`src/rtl/wb_port_arbiter.sv`:
```
// Register-file write-port arbiter: pipeline writeback vs. a 2-deep buffer of
// secondary (load/mul/div) results, with a starvation-forced grant and kill of stale entries.
module wb_port_arbiter #(
    parameter int STARVE_MAX = 4
) (
    input  logic        clk,
    input  logic        rst,
    input  logic        we_e,
    input  logic [15:0] wdata_e,
    input  logic [3:0]  dest_e,
    output logic        stall_e,
    input  logic        req_m,
    input  logic [15:0] wdata_m,
    input  logic [3:0]  dest_m,
    output logic        ack_m,
    output logic [15:0] wdata_w,
    output logic [3:0]  dest_w,
    output logic        we_w,
    output logic        src_w,
    output logic [1:0]  pend_m
);
    typedef enum logic {NORM, FORCE} state_t;

    state_t            r_state;
    logic [1:0][15:0]  r_data;
    logic [1:0][3:0]   r_dest;
    logic [1:0]        r_kill;
    logic [1:0]        r_cnt;
    logic [2:0]        r_starve;

    logic [1:0][15:0]  w_data_n;
    logic [1:0][3:0]   w_dest_n;
    logic [1:0]        w_kill_n;
    logic [1:0]        w_cnt_n;
    logic              w_head_v, w_head_live;
    logic              w_grant_p, w_grant_h;
    logic              w_pop, w_push, w_wait, w_force;
    logic [2:0]        w_starve_inc;

    assign ack_m   = (r_cnt != 2'd2) && !rst;
    assign pend_m  = r_cnt;
    assign stall_e = (r_state == FORCE);

    assign w_head_v     = (r_cnt != 2'd0);
    assign w_head_live  = w_head_v && !r_kill[0];
    assign w_grant_p    = (r_state == NORM) && we_e;
    assign w_grant_h    = w_head_live && ((r_state == FORCE) || !we_e);
    // A killed head drains without touching the port, alongside any grant.
    assign w_pop        = w_head_v && (r_kill[0] || w_grant_h);
    assign w_push       = req_m && ack_m;
    assign w_wait       = w_head_live && !w_grant_h;
    assign w_starve_inc = r_starve + 3'd1;
    assign w_force      = (r_state == NORM) && w_wait && (w_starve_inc == 3'(STARVE_MAX));

    always_comb begin
        w_data_n = r_data;
        w_dest_n = r_dest;
        w_kill_n = r_kill;
        w_cnt_n  = r_cnt;
        if (w_pop) begin
            w_data_n[0] = r_data[1];
            w_dest_n[0] = r_dest[1];
            w_kill_n[0] = r_kill[1];
            w_cnt_n     = r_cnt - 2'd1;
        end
        if (w_push) begin
            w_data_n[w_cnt_n[0]] = wdata_m;
            w_dest_n[w_cnt_n[0]] = dest_m;
            w_kill_n[w_cnt_n[0]] = 1'b0;
            w_cnt_n              = w_cnt_n + 2'd1;
        end
        // Buffered results are older than the granted pipeline write, so they are stale.
        if (w_grant_p) begin
            for (int i = 0; i < 2; i++) begin
                if (w_dest_n[i] == dest_e)
                    w_kill_n[i] = 1'b1;
            end
        end
    end

    always_ff @(posedge clk) begin
        if (rst) begin
            r_state  <= NORM;
            r_data   <= '0;
            r_dest   <= '0;
            r_kill   <= '0;
            r_cnt    <= 2'd0;
            r_starve <= 3'd0;
            wdata_w  <= 16'd0;
            dest_w   <= 4'd0;
            we_w     <= 1'b0;
            src_w    <= 1'b0;
        end else begin
            r_data   <= w_data_n;
            r_dest   <= w_dest_n;
            r_kill   <= w_kill_n;
            r_cnt    <= w_cnt_n;
            r_state  <= w_force ? FORCE : NORM;
            r_starve <= (w_wait && !w_force) ? w_starve_inc : 3'd0;
            if (w_grant_p) begin
                wdata_w <= wdata_e;
                dest_w  <= dest_e;
                we_w    <= 1'b1;
                src_w   <= 1'b0;
            end else if (w_grant_h) begin
                wdata_w <= r_data[0];
                dest_w  <= r_dest[0];
                we_w    <= 1'b1;
                src_w   <= 1'b1;
            end else begin
                we_w    <= 1'b0;
            end
        end
    end
endmodule
```
`config.mk`:
```
export PLATFORM = sky130hd
export DESIGN_NAME = wb_port_arbiter
export DESIGN_NICKNAME = d
export VERILOG_FILES = /design/src/rtl/wb_port_arbiter.sv
export SDC_FILE = /design/constraint.sdc
export NUM_CORES = 1
export LEC_CHECK = 0
export CORE_MARGIN = 3
export CORE_UTILIZATION = 30
export CTS_CLUSTER_SIZE = 24
export DETAILED_ROUTE_END_ITERATION = 7
export PLACE_DENSITY_LB_ADDON = 0.1
export SLEW_MARGIN = 10
export SYNTH_ARGS = -nofsm -noshare
export SYNTH_HDL_FRONTEND = slang
export SYNTH_SLANG_ARGS = --single-unit
```
`constraint.sdc`:
```
create_clock -name clk -period 6.4 [get_ports clk]
set_clock_uncertainty 0.05 [all_clocks]
set_input_delay 1.6 -clock clk [delete_from_list [all_inputs] [get_ports clk]]
set_output_delay 1.6 -clock clk [all_outputs]
set_load 0.02 [all_outputs]
```
==> results.md <==
- Number of flip-flops and latches in the synthesized netlist: 70
- Most frequent standard cell in the layout excluding fill and tap cells: sky130_fd_sc_hd__nand2_1
- Leakage power summed over all cells: 0.00148 uW
- Largest delay contributor family on the critical path: buffers and inverters
- Post-Route WL: 8880 um
- Commonest cells after routing, fill and taps aside: 83 x sky130_fd_sc_hd__nand2_1, 70 x sky130_fd_sc_hd__dfxtp_1, 68 x sky130_fd_sc_hd__nor2_1, 68 x sky130_fd_sc_hd__clkdlybuf4s50_1, 36 x sky130_fd_sc_hd__a311oi_1
- Die X-Extent: 108 um
- Via-per-instance ratio: 4.91
- Global-route wire length before repair: 14300 um
- Routed vias: 2830
- Synthesis warning total: 0
- Die outline area: 11800 um2
- Gate count after technology mapping: 382
- Root buffer cell: sky130_fd_sc_hd__clkbuf_8
- Num Clock Sinks: 70
- Height of the chip: 108 um
- Port Buffer Count: 69
- Post-layout minimum cycle time: 4050 ps
- Nature of the critical path endpoint: output pin
- Seq/Total Area, Yosys: 0.445
- Buf+Inv Stages, Crit Path: 2
- Count of nets after finishing: 487
- Parity-gate share of the synthesized area counting xor and xnor cells: 0.0195
- Largest net degree at the start of global routing: 69
- Crit path max fanout: 2
- Clk_lat worst skew: 340 ps
- Overflow left after global routing: 0
- Share of the synthesized area in compound gates (AO/OA/AOI/OAI): 0.171
- Syn Area/Cell: 8.24 um2
- Num CTS Buffers: 9
- Detailed-routing iteration count for the pre-antenna-repair pass: 4
- TritonCTS clock tree: built
- Standard cell core area: 10000 um2
- Area fraction of the dominant cell type after synthesis: 0.445
- Half-perimeter wire length after detailed placement: 5960 um
- Unrepaired setup endpoints after global routing: no
- Cell area after synthesis: 3150 um2
- H-Tree Depth: 3
- Post_cts resized: 0
- Clk pin slew, worst setup/hold paths: 80 ps
- GRT Overall Usage: 0.157
- Buffer count from post-CTS setup fixing: 0
- Required time of the critical path: 4750 ps
- # hold bufs at CTS: 0
- Crit share post-route: 0.633
- Worst-Margin Slew: 1110 ps
- Pins Over Slew Limit: 0
- Max_cap viols: 0
- Result of the run: complete, no violations
- Number of buffers between clock root and the deepest sink: 2
- Vias in the first global route: 2664
- Starting density of the core: 0.315
- Startpoint-to-endpoint class of the critical path: in2out
- Count of endpoints failing hold in the final timing report: 0
- Critical path cell sequence: buf_2 -> nor2_1 -> clkdlybuf4s50_1
- Post-detailed-placement cell area: 3910 um2
- Adder-cell share of the synthesized area: 0.0199
- Total number of placement rows: 36
- Simple-gate area share of the yosys netlist: 0.239
- Post-Syn Nets: 431
- Layout cell share with drive strength beyond 1: 0.0745
- Dominant combinational cell family by area after synthesis: simple AND/OR/NAND/NOR gates
- Critical Path Max Stage Delay: 610 ps
- Post-synthesis mux area share: 0.0540
- Max_slew headroom: 0.259
- Highest achievable clock rate: 247 MHz
- Synth top area cells: sky130_fd_sc_hd__dfxtp_1 44%, sky130_fd_sc_hd__a311oi_1 10%, sky130_fd_sc_hd__nand2_1 9.9%
- Highest ir drop seen on vdd: 0.156 mV
- Initial antenna violation count: 0
- Layout overhead on the synthesized area: 32.1%
- Residual DRC count: 0
- Pwr dens: 362 nW/um2
- Design Area, Final: 4160 um2
- Final sum of negative setup slack: 0 ps
- Largest area contributor in the synthesized netlist: sky130_fd_sc_hd__dfxtp_1
- Boundary pin count: 70
- Main synth FF type: sky130_fd_sc_hd__dfxtp_1
- Average wire per cell in the routed design: 15.4 um
- Number of enable-type register cells in the synthesized netlist: 0
- Kind of start point of the critical path: input port
- Post-route ant nets: 0
- Critical Path AT: 2400 ps
- RePlAce Congestion: 0.853
- Crit path max-delay cell type: sky130_fd_sc_hd__clkdlybuf4s50_1
- Setup violation total in the final timing report: 0
- Antenna diode count: 0
- DRT iter0 DRCs: 133
- Synth async-reset ratio: 0
- Worst hold path class: reg2reg
- Distinct cell type count after synthesis: 47
## kinds of logic after synthesis
family,after synthesis
buffers and inverters,38
adder cells (fa/ha/maj),5
flip-flops,70
AND/OR/NAND/NOR,177
XOR/XNOR,7
multiplexers,17
AO/OA/AOI/OAI,68
## final timing paths
check                                  from           to  slack [ps]  cells after the start
worst max-delay path                    rst        ack_m        2350                      3
worst min register to register  r_starve[0]  r_starve[0]         420                      1
worst min-delay path            r_starve[0]  r_starve[0]         420                      1
worst max register to register    pend_m[0]   r_data[23]        3230                      8
## cells in the mapped netlist, drive strengths merged, types with 3 or more instances
cell,instances
nand2,84
dfxtp,70
nor2,70
a311oi,36
clkbuf,22
mux2i,17
inv,10
o21ai,10
a21oi,8
buf,6
ha,5
xnor2,5
nand3,4
o211ai,4
nor2b,3
nor3b,3
or3b,3
## area by class of cell
cell class,instances,area (um2)
Tap cell,133,166
Clock buffer,10,138
Fill cell,1036,5840
Inverter,10,40.0
Sequential cell,70,1400
Multi-Input combinational cell,274,1590
Clock inverter,6,109
Timing Repair Buffer,73,716
## metal layers
layer,track usage,share of wire,up-vias
li1,-,-,1436
met1,0.226,0.50,1312
met2,0.229,0.44,78
met3,0.0418,0.052,4
met4,0.0460,0.0077,0
met5,0,0,-
## through the flow
| stage | total power [uW] | setup slack, ps | util | hold WS (ps) | cells |
|---|---|---|---|---|---|
| floorplan | 905 | 2440 | - | 384 | 382 |
| global placement | 1090 | 2140 | 0.391 | 401 | 560 |
| detailed placement | 1090 | 2100 | 0.391 | 420 | 560 |
| CTS | 1530 | 2330 | 0.416 | 433 | 576 |
| global route | 1610 | 2210 | 0.416 | 451 | 576 |
| finish | 1510 | 2350 | 0.416 | 422 | 576 |
## power breakdown
group          switching [uW]  leakage (uW)  internal (uW)  total, uW
registers                46.4      0.000574            506        553
logic                     319      0.000780            199        518
clock network             168      0.000126            269        436
total                     533       0.00148            974       1510
## flip-flops by register name (all words and copies together) (netlist names)
register and flops:
wdata_w 16, r_starve 3, dest_w 4, src_w 1
r_kill 2, stall_e 1, pend_m 2, we_w 1
r_data 32, r_dest 8
No activity file was read; power rests on OpenSTA's default activity.
